File: config.mk
export PLATFORM = sky130hd
export DESIGN_NAME = serial_tx
export DESIGN_NICKNAME = d
export VERILOG_FILES = /design/src/rtl/serial_pkg.sv /design/src/rtl/serial_tx_bit_tick_counter.sv /design/src/rtl/serial_tx.sv
export SDC_FILE = /design/constraint.sdc
export NUM_CORES = 1
export LEC_CHECK = 0
export CAP_MARGIN = 10
export CORE_ASPECT_RATIO = 0.8
export CORE_MARGIN = 2
export CORE_UTILIZATION = 51
export DETAILED_ROUTE_END_ITERATION = 6
export PLACE_DENSITY_LB_ADDON = 0.12
export SLEW_MARGIN = 10
export SYNTH_ARGS = -nofsm -noshare
export SYNTH_HDL_FRONTEND = slang
export SYNTH_HIERARCHICAL = 1
export SYNTH_SLANG_ARGS = --single-unit
File: constraint.sdc
create_clock -name CLK -period 3.9 [get_ports CLK]
set_input_delay 0.78 -clock CLK [delete_from_list [all_inputs] [get_ports CLK]]
set_output_delay 0.78 -clock CLK [all_outputs]
set_load 0.01 [all_outputs]
File: src/rtl/serial_pkg.sv
// Shared types and line levels for the serial transmit path.
//   tx_state_t : frame sequencer states
//   START_BIT, STOP_BIT, IDLE_LEVEL : serial line levels
package serial_pkg;

  typedef enum logic [1:0] {
    IDLE,
    START,
    DATA,
    STOP
  } tx_state_t;

  localparam logic START_BIT  = 1'b0;
  localparam logic STOP_BIT   = 1'b1;
  localparam logic IDLE_LEVEL = 1'b1;

endpackage

File: src/rtl/serial_tx_bit_tick_counter.sv
// Bit-period timer for the serial transmitter.
//   CLK     : system clock
//   n_Reset : synchronous active-low reset
//   clear   : hold the count at zero (transmitter idle)
//   tick    : one-cycle pulse on the last cycle of each bit period
module bit_tick_counter
  import serial_pkg::*;
#(
  parameter int unsigned CLKS_PER_BIT = 4
) (
  input  logic CLK,
  input  logic n_Reset,
  input  logic clear,
  output logic tick
);

  localparam int unsigned TW = (CLKS_PER_BIT > 1) ? $clog2(CLKS_PER_BIT) : 1;
  localparam logic [TW-1:0] LAST = TW'(CLKS_PER_BIT - 1);

  logic [TW-1:0] cnt_q, cnt_d;

  always_comb begin
    cnt_d = cnt_q + 1'b1;
    if (clear || (cnt_q == LAST)) begin
      cnt_d = '0;
    end
  end

  always_ff @(posedge CLK) begin
    if (!n_Reset) begin
      cnt_q <= '0;
    end else begin
      cnt_q <= cnt_d;
    end
  end

  // With CLKS_PER_BIT=1 the count never leaves zero, so every active cycle ticks.
  assign tick = ~clear & (cnt_q == LAST);

endmodule

File: src/rtl/serial_tx.sv
// Parallel-in, serial-out frame transmitter (start bit, data LSB first,
// stop bit), each bit held CLKS_PER_BIT clocks.
//   CLK     : system clock
//   n_Reset : synchronous active-low reset
//   DATA_IN : word to send, captured on VALID & READY
//   VALID   : producer offers a word
//   READY   : transmitter accepts a word this cycle (registered)
//   TX      : serial line, idles high (registered)
//   BUSY    : frame in progress (registered)
module serial_tx
  import serial_pkg::*;
#(
  parameter int unsigned DATA_WIDTH   = 8,
  parameter int unsigned CLKS_PER_BIT = 4
) (
  input  logic                  CLK,
  input  logic                  n_Reset,
  input  logic [DATA_WIDTH-1:0] DATA_IN,
  input  logic                  VALID,
  output logic                  READY,
  output logic                  TX,
  output logic                  BUSY
);

  localparam int unsigned BW = $clog2(DATA_WIDTH + 1);
  localparam logic [BW-1:0] LAST_BIT = BW'(DATA_WIDTH - 1);

  tx_state_t             state_q;
  logic [DATA_WIDTH-1:0] shift_q;
  logic [DATA_WIDTH-1:0] shift_nxt;
  logic [BW-1:0]         bit_cnt_q;
  logic                  tx_q;
  logic                  ready_q;
  logic                  busy_q;
  logic                  tick;
  logic                  tick_clear;

  // Timer is held at zero while idle so the start bit gets a full period
  // counted from the handshake edge.
  assign tick_clear = (state_q == IDLE);

  bit_tick_counter #(
    .CLKS_PER_BIT(CLKS_PER_BIT)
  ) u_tick (
    .CLK    (CLK),
    .n_Reset(n_Reset),
    .clear  (tick_clear),
    .tick   (tick)
  );

  // Next bit to drive is bit 0 of the shifted word; avoids indexing
  // shift_q[1], which does not exist when DATA_WIDTH=1.
  always_comb begin
    shift_nxt = shift_q >> 1;
  end

  always_ff @(posedge CLK) begin
    if (!n_Reset) begin
      state_q   <= IDLE;
      tx_q      <= IDLE_LEVEL;
      ready_q   <= 1'b1;
      busy_q    <= 1'b0;
      shift_q   <= '0;
      bit_cnt_q <= '0;
    end else begin
      case (state_q)
        IDLE: begin
          if (VALID && ready_q) begin
            shift_q <= DATA_IN;
            ready_q <= 1'b0;
            busy_q  <= 1'b1;
            tx_q    <= START_BIT;
            state_q <= START;
          end
        end
        START: begin
          if (tick) begin
            state_q   <= DATA;
            tx_q      <= shift_q[0];
            bit_cnt_q <= '0;
          end
        end
        DATA: begin
          if (tick) begin
            shift_q   <= shift_nxt;
            bit_cnt_q <= bit_cnt_q + 1'b1;
            if (bit_cnt_q == LAST_BIT) begin
              state_q <= STOP;
              tx_q    <= STOP_BIT;
            end else begin
              tx_q <= shift_nxt[0];
            end
          end
        end
        STOP: begin
          if (tick) begin
            state_q <= IDLE;
            tx_q    <= IDLE_LEVEL;
            ready_q <= 1'b1;
            busy_q  <= 1'b0;
          end
        end
        default: begin
          state_q <= IDLE;
          tx_q    <= IDLE_LEVEL;
          ready_q <= 1'b1;
          busy_q  <= 1'b0;
        end
      endcase
    end
  end

  assign READY = ready_q;
  assign TX    = tx_q;
  assign BUSY  = busy_q;

endmodule

Word-level counts from Yosys, hierarchy flattened:

Index checks and enable logic that the tools add are counted.
W data, S select, Z words.

* flip-flop bits (word level): 19
* bits of input ports: 11
* logic and storage cells: 56

* add/sub/neg operators: 2
* eq/ne operators: 10
* muxes and demuxes: 22
* bitwise operators: 3
* reduce and logical (&&, ||, !) cells: 12

Operator list (number)
* $mux W8: 2
* $pmux W8 S2: 1
* $mux W2: 5
* $ne A2 B2 Y1 const B: 5
* $reduce_and A3 Y1: 3
* $mux W4: 2
* $pmux W2 S4: 1
* $pmux W4 S2: 1
* $mux W1: 7
* $eq A2 B2 Y1 const B: 3
* $reduce_bool A2 Y1: 3
* $reduce_and A5 Y1: 1
* $add A4 B1 Y4 const B: 1
* $eq A4 B3 Y1 const B: 1
* $pmux W1 S2: 2
* $pmux W1 S4: 1
* $reduce_and A4 Y1: 1
* $add A2 B1 Y2 const B: 1
* $eq A2 B1 Y1 const B: 1
* $logic_not A2 Y1: 1
* $not A1 Y1: 2
* $reduce_or A2 Y1: 1
* $and A1 B1 Y1: 1
* $logic_and A1 B1 Y1: 1
* $logic_or A1 B1 Y1: 1

Longest topological paths before layout:

* depth in word-level cells: 5
* mapped depth: 8
* gate-level depth less buffers: 7

By module:

Netlist, hierarchy kept.

By module, submodules not included
* serial_tx: instances 1, cells an instance 96, area each 909.6 µm²
* bit_tick_counter: instances 1, cells an instance 6, area each 88.8 µm²

Worst setup path after synthesis:

OpenSTA, ideal clock, no wires.

* path type: reg-to-reg
* start: register state_q[0]
* end: register shift_q[0]
* setup time: 0.116 ns
* arrival time: 1.559 ns
* required time: 3.784 ns
* path slack: 2.225 ns
* cell stages (with the launch flop): 9
* path buffers: 1
* cells stage by stage: dfxtp_1 > inv_1 > ha_1 > and2b_2 > nand2_1 > a21boi_4 > buf_6 > nand2_1 > o211a_1

* longest elaborated chain between the ends: 5

RTL lines
* start, declared: line serial_tx.sv:28 `tx_state_t state_q;`
* start signal, assigned: line serial_tx.sv:59 `state_q <= IDLE;`
* start signal, assigned: line serial_tx.sv:73 `state_q <= START;`
* start signal, assigned: line serial_tx.sv:78 `state_q <= DATA;`
* $logic_not A2 Y1: line serial_tx.sv:40 `assign tick_clear = (state_q == IDLE);`
* via tick_clear: line serial_tx.sv:36 `logic tick_clear;`
* $not A1 Y1: line serial_tx_bit_tick_counter.sv:38 `assign tick = ~clear & (cnt_q == LAST);`
* $and A1 B1 Y1: line serial_tx_bit_tick_counter.sv:38
* via tick: line serial_tx.sv:35 `logic tick;`
* $ne A2 B2 Y1 (no source line)
* $reduce_and A3 Y1 (no source line)
* end signal, assigned: line serial_tx.sv:85 `shift_q <= shift_nxt;`
* end, declared: line serial_tx.sv:29 `logic [DATA_WIDTH-1:0] shift_q;`

The timed path passes the listed nets, and every way through them passes these cells.
A chain may end at the register's enable or synchronous reset.

Worst setup path after layout:

* start: register state_q[0]
* end: register shift_q[6]

* longest elaborated chain between the ends: 5

RTL lines (line)
* $logic_not A2 Y1: serial_tx.sv:40, serial_tx.sv:66
* $not A1 Y1: serial_tx_bit_tick_counter.sv:38
* $and A1 B1 Y1: serial_tx_bit_tick_counter.sv:38
* $ne A2 B2 Y1 (no source line)
* $reduce_and A3 Y1 (no source line)

Parallel ways exist; a longest one is shown, timed or not.

==> run_results.csv <==
group,metric,value,unit
cts,post_cts_buffers,0,
power_and_ir_drop,static-leakage-power,0.500,nW
sta,timing.final.crit_period,2110,ps
synthesis,synth.distinct_cells,34,
worst_setup_path,critPathMaxFanout,18,
cts,cts_buffers,3,
drt,drt-total-wl,1.78,mm
worst_setup_path,required,4100,ps
sta,hold_violations,0,
synthesis,synth_nets,120,
worst_setup_path,arrival,2310,ps
place,routabilityCongestion,0.724,
sta,fin_skew,1.82,ps
cts,cts_tree,"yes",
sta,fmax,474,MHz
drt,drt-initial-drc-count,9,
sta,slew_violations,0,
cts,clock-sinks,19,
sta,period_share,0.541,
global_routing,grt_first_pass_wirelength,3.22,mm
drt,drt-pass1-iter-count,4,
sta,rsz0062_at_grt,"false",
drt,drc,0,
worst_hold_path,min_to,"u_tick/cnt_q[0]",
synthesis,synth_edf_count,0,
worst_setup_path,crit_path_end_kind,"register",
sta,finalSetupTns,0,ps
floorplan,fp.dieArea,0.00233,mm²
sta,finalSetupViolations,0,
drt,drt-wirelength-per-cell,12.9,µm
cts,clk_latency,290,ps
finish,postLayoutCoreUtil,0.619,
finish,drive_above_1_share,0.0702,
synthesis,syn_avg_cell_area,9.79,µm²
worst_setup_path,r2r-end,"shift_q[6]",
synthesis,async_reset_ff_frac,0,
worst_setup_path,worstRegToRegCells,6,
outcome,status,"completed",
floorplan,row_count,14,
worst_setup_path,startpoint_type,"register",
cts,clkTransAtPathRegs,100,ps
cts,cts_max_level,1,
global_routing,grt_usage,0.191,
cts,hold_buffers,0,
place,dp_hpwl,1.26,mm
floorplan,initial_core_util,0.538,
global_routing,grt_pass1_vias,775,
finish,fin_nets,133,
finish,diodes,0,
synthesis,synth_seq_cells,19,
worst_setup_path,criticalPathCategory,"reg -> reg",
synthesis,synthFlopType,"dfxtp_1",
cts,clock_path_buffers,2,
worst_hold_path,min_path_cells,1,
global_routing,grt-ovfl-total,0,
cts,ctsResizeCount,0,
drt,ant_nets,0,
floorplan,fp.dieW,53.5,µm
worst_hold_path,min_from,"u_tick/cnt_q[0]",
place,port_buffers,13,
finish,fillCellCount,177,
drt,vias,741,
worst_setup_path,r2r_start,"state_q[0]",
drt,vias_per_cell,5.37,
power_and_ir_drop,ir_drop,402,µV
synthesis,yosysSeqAreaShare,0.381,
flow_run,cap_viol_max_count,0,
worst_hold_path,hold_class,"reg -> reg",
floorplan,coreArea,0.00186,mm²
synthesis,syn_inst,102,
synthesis,synthTopCellsByArea,"dfxtp_1, mux2i_1, ha_1, o211a_1, nand2_1",
sta,slew_headroom,0.484,
synthesis,netlist.area_leader.share,0.381,
cts,root_buffer,"clkbuf_4",
synthesis,syn_area,998,µm²
worst_setup_path,reg2reg_slack,1790,ps
sta,worst_pin_slew,775,ps
finish,area_growth,15.2,%
power_and_ir_drop,power.density,682,mW/mm²
synthesis,ys.warnings.count,6,
synthesis,yosys.area.top_type,"dfxtp_1",
power_and_ir_drop,power.total,0.784,mW
global_routing,grt_max_degree,20,
floorplan,io_pins,14,
global_routing,antenna_found_initial,0,
floorplan,die_h,43.6,µm
-- layout make-up --
class	count	area, µm²	area share
Multi-Input combinational cell	75	572	0.497
Timing Repair Buffer	13	130	0.113
Tap cell	24	30.0	0.0261
Inverter	3	11.3	0.00979
Clock buffer	4	26.3	0.0229
Sequential cell	19	380	0.331
-- synthesized netlist by cell type (2+ instances only) --
cell      instances
nor2b_1           2
o211a_1           7
a21oi_1           2
o21ai_0           3
buf_6             2
ha_1              7
nand2b_1          4
nor2_1            3
mux2i_1           9
nand2_1          16
clkbuf_1          2
inv_1             3
nand3b_1          2
dfxtp_1          19
and2_1            2
-- worst max-delay path: stages (launching register included) --
cell and delay (ps):
dfxtp_1 350, inv_1 110, ha_1 670, nand2_1 220, a21boi_4 410, nand2_1 110, o211a_1 140
-- state kept, by name, indices dropped and copies added, names as in the netlist --
| register | flops |
|---|---|
| READY | 1 |
| TX | 1 |
| shift_q | 8 |
| bit_cnt_q | 4 |
| u_tick/cnt_q | 2 |
| BUSY | 1 |
| state_q | 2 |
-- layer usage --
metal  vias to the layer above  track usage  part of all wire  routed length (µm)
li1                        387            -                 -                   -
met1                       344        0.239              0.49                 877
met2                         8        0.311              0.47                 828
met3                         2       0.0724             0.033                  59
met4                         0       0.0462            0.0073                  13
met5                         -            0                 0                   0
-- cell usage in the layout (no fill, tap or decap), types with 2 or more instances in the layout --
| cell | synthesis | routed |
|---|---|---|
| a21oi_1 | 2 | 2 |
| and2_1 | 2 | 2 |
| clkbuf_4 | 0 | 3 |
| clkdlybuf4s50_1 | 0 | 13 |
| dfxtp_1 | 19 | 19 |
| ha_1 | 7 | 7 |
| inv_1 | 3 | 3 |
| mux2i_1 | 9 | 9 |
| nand2_1 | 16 | 16 |
| nand2b_1 | 4 | 4 |
| nand3b_1 | 2 | 2 |
| nor2_1 | 3 | 3 |
| nor2b_1 | 2 | 2 |
| o211a_1 | 7 | 7 |
| o21ai_0 | 3 | 3 |
-- per-stage QoR --
stage          hold slack [ps]  std cells  setup WS, ps  area, µm²
5_1_grt                    465        138          1580       1150
3_3_place_gp               427        134          1790       1120
6_report                   456        138          1790       1150
4_1_cts                    455        138          1770       1150
3_5_place_dp               440        134          1760       1120
2_1_floorplan              421        102          2220        998
-- power breakdown --
part / internal [mW] / leakage (nW) / total, mW / switching (mW)
logic: 0.192 / 0.329 / 0.392 / 0.200
registers: 0.257 / 0.156 / 0.293 / 0.0366
clock network: 0.0398 / 0.0150 / 0.0988 / 0.0590
total: 0.488 / 0.500 / 0.784 / 0.296
-- cell families after synthesis --
group | count (synthesis) | synth area share
mux | 9 | 0.0902
fa+ha+maj | 7 | 0.0877
compound gates | 25 | 0.211
buf+inv | 8 | 0.0464
simple gates | 34 | 0.184
flops | 19 | 0.381
-- worst max-delay path by stage --
| stage | start | to | cells past startpoint |
|---|---|---|---|
| global placement | VALID | shift_q[4] | 5 |
| finish | state_q[0] | shift_q[6] | 6 |
| CTS | state_q[0] | shift_q[0] | 6 |
| global route | state_q[0] | shift_q[7] | 6 |
| detailed placement | VALID | state_q[1] | 5 |
| floorplan | state_q[0] | shift_q[0] | 8 |
Note: power is estimated with default switching activity, not from simulation.
